## config.mk

```make
export PLATFORM = sky130hd
export DESIGN_NAME = ram_loader
export DESIGN_NICKNAME = d
export VERILOG_FILES = /design/src/rtl/ram_loader_pkg.sv /design/src/rtl/ram_loader_ram_port_mux.sv /design/src/rtl/ram_loader.sv
export SDC_FILE = /design/constraint.sdc
export NUM_CORES = 1
export LEC_CHECK = 0
export ABC_AREA = 1
export ABC_CLOCK_PERIOD_IN_PS = 1250
export BUFFER_PORTS_ARGS = -buffer_cell sky130_fd_sc_hd__buf_4
export CAP_MARGIN = 20
export CORE_ASPECT_RATIO = 0.8
export CORE_MARGIN = 4
export CORE_UTILIZATION = 44
export DETAILED_ROUTE_END_ITERATION = 7
export PLACE_DENSITY_LB_ADDON = 0.25
export SLEW_MARGIN = 10
export SYNTH_ARGS = -nofsm -noshare
export SYNTH_HDL_FRONTEND = slang
export SYNTH_SLANG_ARGS = --single-unit
```

## constraint.sdc

```tcl
create_clock -name clk -period 1.25 [get_ports clk]
set_clock_uncertainty 0.15 [all_clocks]
set_input_delay 0.125 -clock clk [delete_from_list [all_inputs] [get_ports clk]]
set_output_delay 0.125 -clock clk [all_outputs]
set_load 0.02 [all_outputs]
```

## src/rtl/ram_loader_pkg.sv

```systemverilog
// Shared state encodings and defaults for the scratch-RAM program loader.
package ram_loader_pkg;

  typedef enum logic [2:0] {
    S_IDLE   = 3'd0,
    S_WAIT   = 3'd1,
    S_SETUP  = 3'd2,
    S_STROBE = 3'd3,
    S_HOLD   = 3'd4,
    S_DONE   = 3'd5
  } state_e;

  localparam int unsigned WORDS_DEF = 16;

endpackage

```

## src/rtl/ram_loader_ram_port_mux.sv

```systemverilog
// 2:1 selection of the RAM pin group between the CPU side and the loader registers.
module ram_port_mux #(
  parameter int ADDR_W = 4,
  parameter int DATA_W = 4
) (
  input  logic              sel_ld,
  input  logic              cpu_cs_n,
  input  logic              cpu_we_n,
  input  logic [ADDR_W-1:0] cpu_addr,
  input  logic [DATA_W-1:0] cpu_data,
  input  logic              ld_cs_n,
  input  logic              ld_we_n,
  input  logic [ADDR_W-1:0] ld_addr,
  input  logic [DATA_W-1:0] ld_data,
  output logic              ram_cs_n,
  output logic              ram_we_n,
  output logic [ADDR_W-1:0] ram_addr,
  output logic [DATA_W-1:0] ram_data
);

  assign ram_cs_n = sel_ld ? ld_cs_n : cpu_cs_n;
  assign ram_we_n = sel_ld ? ld_we_n : cpu_we_n;
  assign ram_addr = sel_ld ? ld_addr : cpu_addr;
  assign ram_data = sel_ld ? ld_data : cpu_data;

endmodule

```

## src/rtl/ram_loader.sv

```systemverilog
// Program loader: streams host nibbles into consecutive RAM words with a
// registered CS/WE sequence; passes the CPU through to the RAM when idle.
module ram_loader
  import ram_loader_pkg::*;
#(
  parameter int ADDR_W = 4,
  parameter int DATA_W = 4,
  parameter int WORDS  = WORDS_DEF
) (
  input  logic              clk,
  input  logic              rst,
  input  logic              load_en,
  input  logic              in_valid,
  input  logic [DATA_W-1:0] in_data,
  output logic              in_ready,
  input  logic              cpu_cs_n,
  input  logic              cpu_we_n,
  input  logic [ADDR_W-1:0] cpu_addr,
  input  logic [DATA_W-1:0] cpu_data,
  output logic              ram_cs_n,
  output logic              ram_we_n,
  output logic [ADDR_W-1:0] ram_addr,
  output logic [DATA_W-1:0] ram_data,
  output logic              busy,
  output logic              done
);

  localparam logic [ADDR_W-1:0] LAST = ADDR_W'(WORDS - 1);

  state_e            state_q, state_d;
  logic [ADDR_W-1:0] ptr_q, ptr_d;
  logic [DATA_W-1:0] data_q, data_d;
  logic              abort_q, abort_d;
  logic              cs_n_q, we_n_q, busy_q, done_q, rdy_q;

  // abort_q remembers a load_en drop seen mid-write so the word still
  // completes through HOLD even if load_en comes back before then.
  always_comb begin
    state_d = state_q;
    ptr_d   = ptr_q;
    data_d  = data_q;
    abort_d = abort_q;
    case (state_q)
      S_IDLE: if (load_en) begin
        state_d = S_WAIT;
        ptr_d   = '0;
        abort_d = 1'b0;
      end
      S_WAIT: begin
        // A load_en drop wins over a simultaneous handshake.
        if (!load_en) state_d = S_IDLE;
        else if (in_valid && rdy_q) begin
          data_d  = in_data;
          state_d = S_SETUP;
        end
      end
      S_SETUP: begin
        state_d = S_STROBE;
        if (!load_en) abort_d = 1'b1;
      end
      S_STROBE: begin
        state_d = S_HOLD;
        if (!load_en) abort_d = 1'b1;
      end
      S_HOLD: begin
        abort_d = 1'b0;
        if (abort_q || !load_en) state_d = S_IDLE;
        else if (ptr_q == LAST)  state_d = S_DONE;
        else begin
          ptr_d   = ptr_q + 1'b1;
          state_d = S_WAIT;
        end
      end
      S_DONE:  if (!load_en) state_d = S_IDLE;
      default: state_d = S_IDLE;
    endcase
  end

  // Pin-level controls are decoded from the next state and registered, so
  // every loader-driven RAM output comes straight off a flop.
  always_ff @(posedge clk) begin
    if (rst) begin
      state_q <= S_IDLE;
      ptr_q   <= '0;
      data_q  <= '0;
      abort_q <= 1'b0;
      cs_n_q  <= 1'b1;
      we_n_q  <= 1'b1;
      busy_q  <= 1'b0;
      done_q  <= 1'b0;
      rdy_q   <= 1'b0;
    end else begin
      state_q <= state_d;
      ptr_q   <= ptr_d;
      data_q  <= data_d;
      abort_q <= abort_d;
      cs_n_q  <= !(state_d inside {S_SETUP, S_STROBE, S_HOLD});
      we_n_q  <= (state_d != S_STROBE);
      busy_q  <= (state_d != S_IDLE);
      done_q  <= (state_d == S_DONE);
      rdy_q   <= (state_d == S_WAIT);
    end
  end

  assign in_ready = rdy_q;
  assign busy     = busy_q;
  assign done     = done_q;

  ram_port_mux #(.ADDR_W(ADDR_W), .DATA_W(DATA_W)) u_mux (
    .sel_ld   (busy_q),
    .cpu_cs_n (cpu_cs_n),
    .cpu_we_n (cpu_we_n),
    .cpu_addr (cpu_addr),
    .cpu_data (cpu_data),
    .ld_cs_n  (cs_n_q),
    .ld_we_n  (we_n_q),
    .ld_addr  (ptr_q),
    .ld_data  (data_q),
    .ram_cs_n (ram_cs_n),
    .ram_we_n (ram_we_n),
    .ram_addr (ram_addr),
    .ram_data (ram_data)
  );

endmodule
```

# Word level (Yosys, flattened, before mapping)
# Cells that the tools add are included.
[classes] addsub=1 eq_ne=16 mux=18 reduce_logical=13
[op_table] cell="$mux 4" n=5
[op_table] cell="$mux 3" n=6
[op_table] cell="$pmux 3 s6" n=1
[op_table] cell="$eq 3x2->1 const B" n=4
[op_table] cell="$eq 3x3->1 const B" n=4
[op_table] cell="$reduce_bool 3->1" n=3
[op_table] cell="$ne 2x2->1 const B" n=4
[op_table] cell="$pmux 4 s2" n=1
[op_table] cell="$eq 3x1->1 const B" n=2
[op_table] cell="$reduce_and 3->1" n=2
[op_table] cell="$add 4x1->4 const B" n=1
[op_table] cell="$eq 4x4->1 const B" n=1
[op_table] cell="$mux 1" n=4
[op_table] cell="$reduce_and 4->1" n=1
[op_table] cell="$logic_not 3->1" n=1
[op_table] cell="$ne 3x2->1 const B" n=1
[op_table] cell="$pmux 1 s3" n=1
[op_table] cell="$logic_not 1->1" n=2
[op_table] cell="$reduce_bool 2->1" n=1
[op_table] cell="$reduce_or 2->1" n=1
[op_table] cell="$logic_and 1x1->1" n=1
[op_table] cell="$logic_or 1x1->1" n=1
[totals] ff_bits=17 in_bits=18 output_inout_bits=13 word_cells=57

# Longest topological paths before layout
[logic_depth] word_depth=7 ltp_mapped=8 mapped_depth_nobuf=8

# Modules after synthesis
# A second synthesis with hierarchy kept.
[unflattened] cells_unflattened=154 area_unflattened_um2=942.2
[modules_own_cells] mod="ram_loader" instances=1 cells_per_inst=122 area_per_inst_um2=814.5 seq_area_each_um2=340.3
[modules_own_cells] mod="ram_port_mux" instances=1 cells_per_inst=32 area_per_inst_um2=127.6 seq_area_each_um2=0.0

# Worst setup path after synthesis
# No wires, ideal clock.
[synth_timing] kind="reg2out" startpoint="register busy_q (netlist: busy)" endpoint="output port ram_addr[3]" t_arrival_ns=1.119 required_time_ns=0.975 slack_ns=-0.144 stages_incl_launch_ff=4 n_path_buf=1 cell_sequence="dfxtp_1 buf_2 nor2_1 a21oi_1"
[synth_via] elab_chain_cells=1
[synth_lines] item="from (decl)" line="ram_loader.sv:34" source="logic cs_n_q, we_n_q, busy_q, done_q, rdy_q;"
[synth_lines] item="from (signal assigned)" line="ram_loader.sv:99" source="busy_q <= (state_d != S_IDLE);"
[synth_lines] item="$mux 4" line="ram_loader_ram_port_mux.sv:23" source="assign ram_addr = sel_ld ? ld_addr : cpu_addr;"
[synth_lines] item="to (decl)" line="ram_loader.sv:22" source="output logic [ADDR_W-1:0] ram_addr,"
# Every way passes these cells.

# Worst setup path after layout
[layout_timing] startpoint="register busy_q (netlist: busy)" endpoint="output port ram_data[3]"
[layout_via] elab_chain_cells=1
[layout_lines] item="$mux 4" line="ram_loader_ram_port_mux.sv:24" source="assign ram_data = sel_ld ? ld_data : cpu_data;"
[layout_lines] item="to (decl)" line="ram_loader.sv:23" source="output logic [DATA_W-1:0] ram_data,"
# Every way passes these cells.

==> flow_metrics.tcl <==
set metrics [dict create \
    outcome "complete, but fails checks" \
    violated_checks "setup timing" \
    die_h_um 49 \
    ys_ff_latch 17 \
    multiInputGateArea_sq_um 734 \
    cp_slowest_cell "sky130_fd_sc_hd__dfxtp_4" \
    clock_path_buffers 2 \
    synthesis.nets 152 \
    rsz0062_at_grt "true" \
    setup_viol 23 \
    die_x_um 59.3 \
    grt_max_degree 13 \
    crit_path_max_fanout 5 \
    synth.distinct_cells 17 \
    clock_transition_at_the_registers_of_the_reported_paths_ns 0.09 \
    min_path_type "primary input to flip-flop" \
    gr-usage-all-layers 0.199 \
    cts_max_level 1 \
    clock_latency_ns 0.31 \
    crit_path_end_kind "output pin" \
    ratio_of_cells_with_drive_above_1_in_the_final_layout 0.610 \
    postSynthAreaPerCell_sq_um 6.95 \
    worst_ir_drop_on_vdd_v 0.000822 \
    worst-slew-pin-transition_ns 0.527 \
    synth_top_cell_area_share 0.368 \
    final_wtd_congestion 0.826 \
    via_count 1110 \
    post-route-drc-count 0 \
    fillers 100 \
    insertedDiodeCount 0 \
    cts.sink_count 17 \
    num_rows 14 \
    timing.hold.ws_ns 0.0402 \
    finalWorstPathRequiredPeriod_ns 1.53 \
    synth.top_cells.by_area "sky130_fd_sc_hd__dfxtp_1 (37%), sky130_fd_sc_hd__nor2_1 (12%), sky130_fd_sc_hd__mux2_2 (9.7%)" \
    drt_iter0_drc 22 \
    numPortBuffers 30 \
    design.final.nets 202 \
    synth_sequential_area_ratio 0.368 \
    cts_tree "yes" \
    grt_antenna_before_repair 0 \
    synthToLayoutAreaGrowth_pct 80.6 \
    hold_violations 0 \
    core_area_sq_um 1940 \
    max_slew_margin 0.649 \
    crit_path_max_incr_delay_ns 0.38 \
    die_ar_sq_um 2900 \
    initial_core_util 0.476 \
    yosys_warnings 0 \
    area.sequential_sq_um 360 \
    critPathKind "flip-flop to output pin" \
    cts_bufs_inserted 3 \
    post_synth_instance_area_sq_um 925 \
    synth.largest_area_cell "sky130_fd_sc_hd__dfxtp_1" \
    ctsRootBufferMaster "sky130_fd_sc_hd__clkbuf_4" \
    report.final.slew_viol_count 0 \
    vias_per_cell 5.39 \
    data_arrival_time_of_the_worst_path_ns 1.26 \
    hpwl_mm 1.74 \
    finalCritPeriodShare 1.23 \
    drt-total-wl_mm 3.49 \
    standby_leakage_power_nw 0.766 \
    gr-total-overflow 0 \
    grt_pass1_wl_mm 4.46 \
    io-pin-count 31 \
    avgRoutedWirePerCell_um 16.9 \
    worstPathCellList "buf_8, mux2_4, buf_6" \
    final_core_utilization 0.859 \
    worst_ep_required_time_ns 0.98 \
    power-per-cell-area_nw_per_um2 751 \
    detail_route.first_pass.iterations 4 \
    worst_slack_ns -0.282 \
    synth_cells 133 \
    achievable-frequency_mhz 653 \
    detail-route-antenna-nets 0 \
    setup.worst_path.start_class "flip-flop" \
    max_cap_violations 0 \
    first_global_vias 1063 \
]
registers in the layout, summed over array words and instances, names as in the netlist:
register and count:
data_q 4, ptr_q 4, state_q 3, abort_q 1, busy 1, cs_n_q 1, done 1, in_ready 1
we_n_q 1
cells in the mapped netlist (all sizes together):
library cell	instances
nor2	35
nand2	26
inv	19
dfxtp	17
nand3	9
o21ai	9
mux2	8
a21oi	5
buf	2
nand4	2
ha	1
repair_timing:
item	4_1_cts	5_1_grt
hold buffers	5	0
setup buffers	5	1
pin swaps	4	15
endpoints found under the hold margin	6	0
resized for setup	37	62
cloned	0	0
endpoints found under the setup margin	24	26
through the flow:
stage	worst slack, ns	total power [mW]	setup TNS, ns	area, sq um	std cells
after CTS	-0.264	1.20	-2.54	1470	205
after global placement	-0.0378	0.824	-0.123	1220	191
after global routing	-0.324	1.31	-4.44	1670	206
final	-0.282	1.25	-3.05	1670	206
after floorplan	0.00307	0.717	0	937	133
after detailed placement	-0.104	0.831	-0.580	1220	191
cells in the final DEF (no fill, tap or decap), types with 5 or more instances in the layout:
cell type,synthesis,layout
sky130_fd_sc_hd__dlygate4sd3_1,0,5
sky130_fd_sc_hd__inv_2,2,8
sky130_fd_sc_hd__nand2_4,0,7
sky130_fd_sc_hd__inv_1,17,9
sky130_fd_sc_hd__mux2_4,0,8
sky130_fd_sc_hd__nor2_1,30,20
sky130_fd_sc_hd__nand2_1,24,15
sky130_fd_sc_hd__nor2_2,2,6
sky130_fd_sc_hd__buf_4,0,26
sky130_fd_sc_hd__dfxtp_1,17,9
sky130_fd_sc_hd__buf_6,1,14
sky130_fd_sc_hd__nor2_4,3,9
path summary, 6_finish.rpt:
check                   from           to  slack [ns]  cells after the start
setup / recovery        busy  ram_data[3]       -0.28                      3
hold / removal       load_en      abort_q        0.04                      4
setup reg to reg  state_q[1]       cs_n_q       -0.07                      7
hold reg to reg     ptr_q[2]     ptr_q[2]        0.36                      2
critical path: cells and delay by family (launching register included):
| family | cells | cell delay [ns] |
|---|---|---|
| DFF | 1 | 0.38 |
| muxes | 1 | 0.31 |
| buffers and inverters | 2 | 0.26 |
where the power goes:
group | internal [mW] | leakage, nW | switching [mW]
logic | 0.198 | 0.608 | 0.181
registers | 0.551 | 0.143 | 0.0186
clock network | 0.125 | 0.0150 | 0.181
logic make-up after synthesis:
kind of cell | count (synthesis) | share of synthesized area
muxes | 8 | 0.0974
adders and majority gates | 1 | 0.0135
DFF | 17 | 0.368
buffers and inverters | 21 | 0.0947
and+or+nand+nor | 72 | 0.350
AOI/OAI and AO/OA | 14 | 0.0758
routing by layer:
metal  vias up  GRT usage  part of all wire
li1        518          -                 -
met1       538      0.200              0.39
met2        42      0.378              0.53
met3        12     0.0635             0.053
met4         0     0.0528             0.033
met5         -          0                 0
area by class of cell:
cell class | count | share of cell area
Sequential cell | 17 | 0.216
Tap cell | 24 | 0.0180
Multi-Input combinational cell | 95 | 0.440
Clock buffer | 4 | 0.0157
Inverter | 19 | 0.0487
Timing Repair Buffer | 47 | 0.262
No activity file was read; power rests on OpenSTA's default activity.
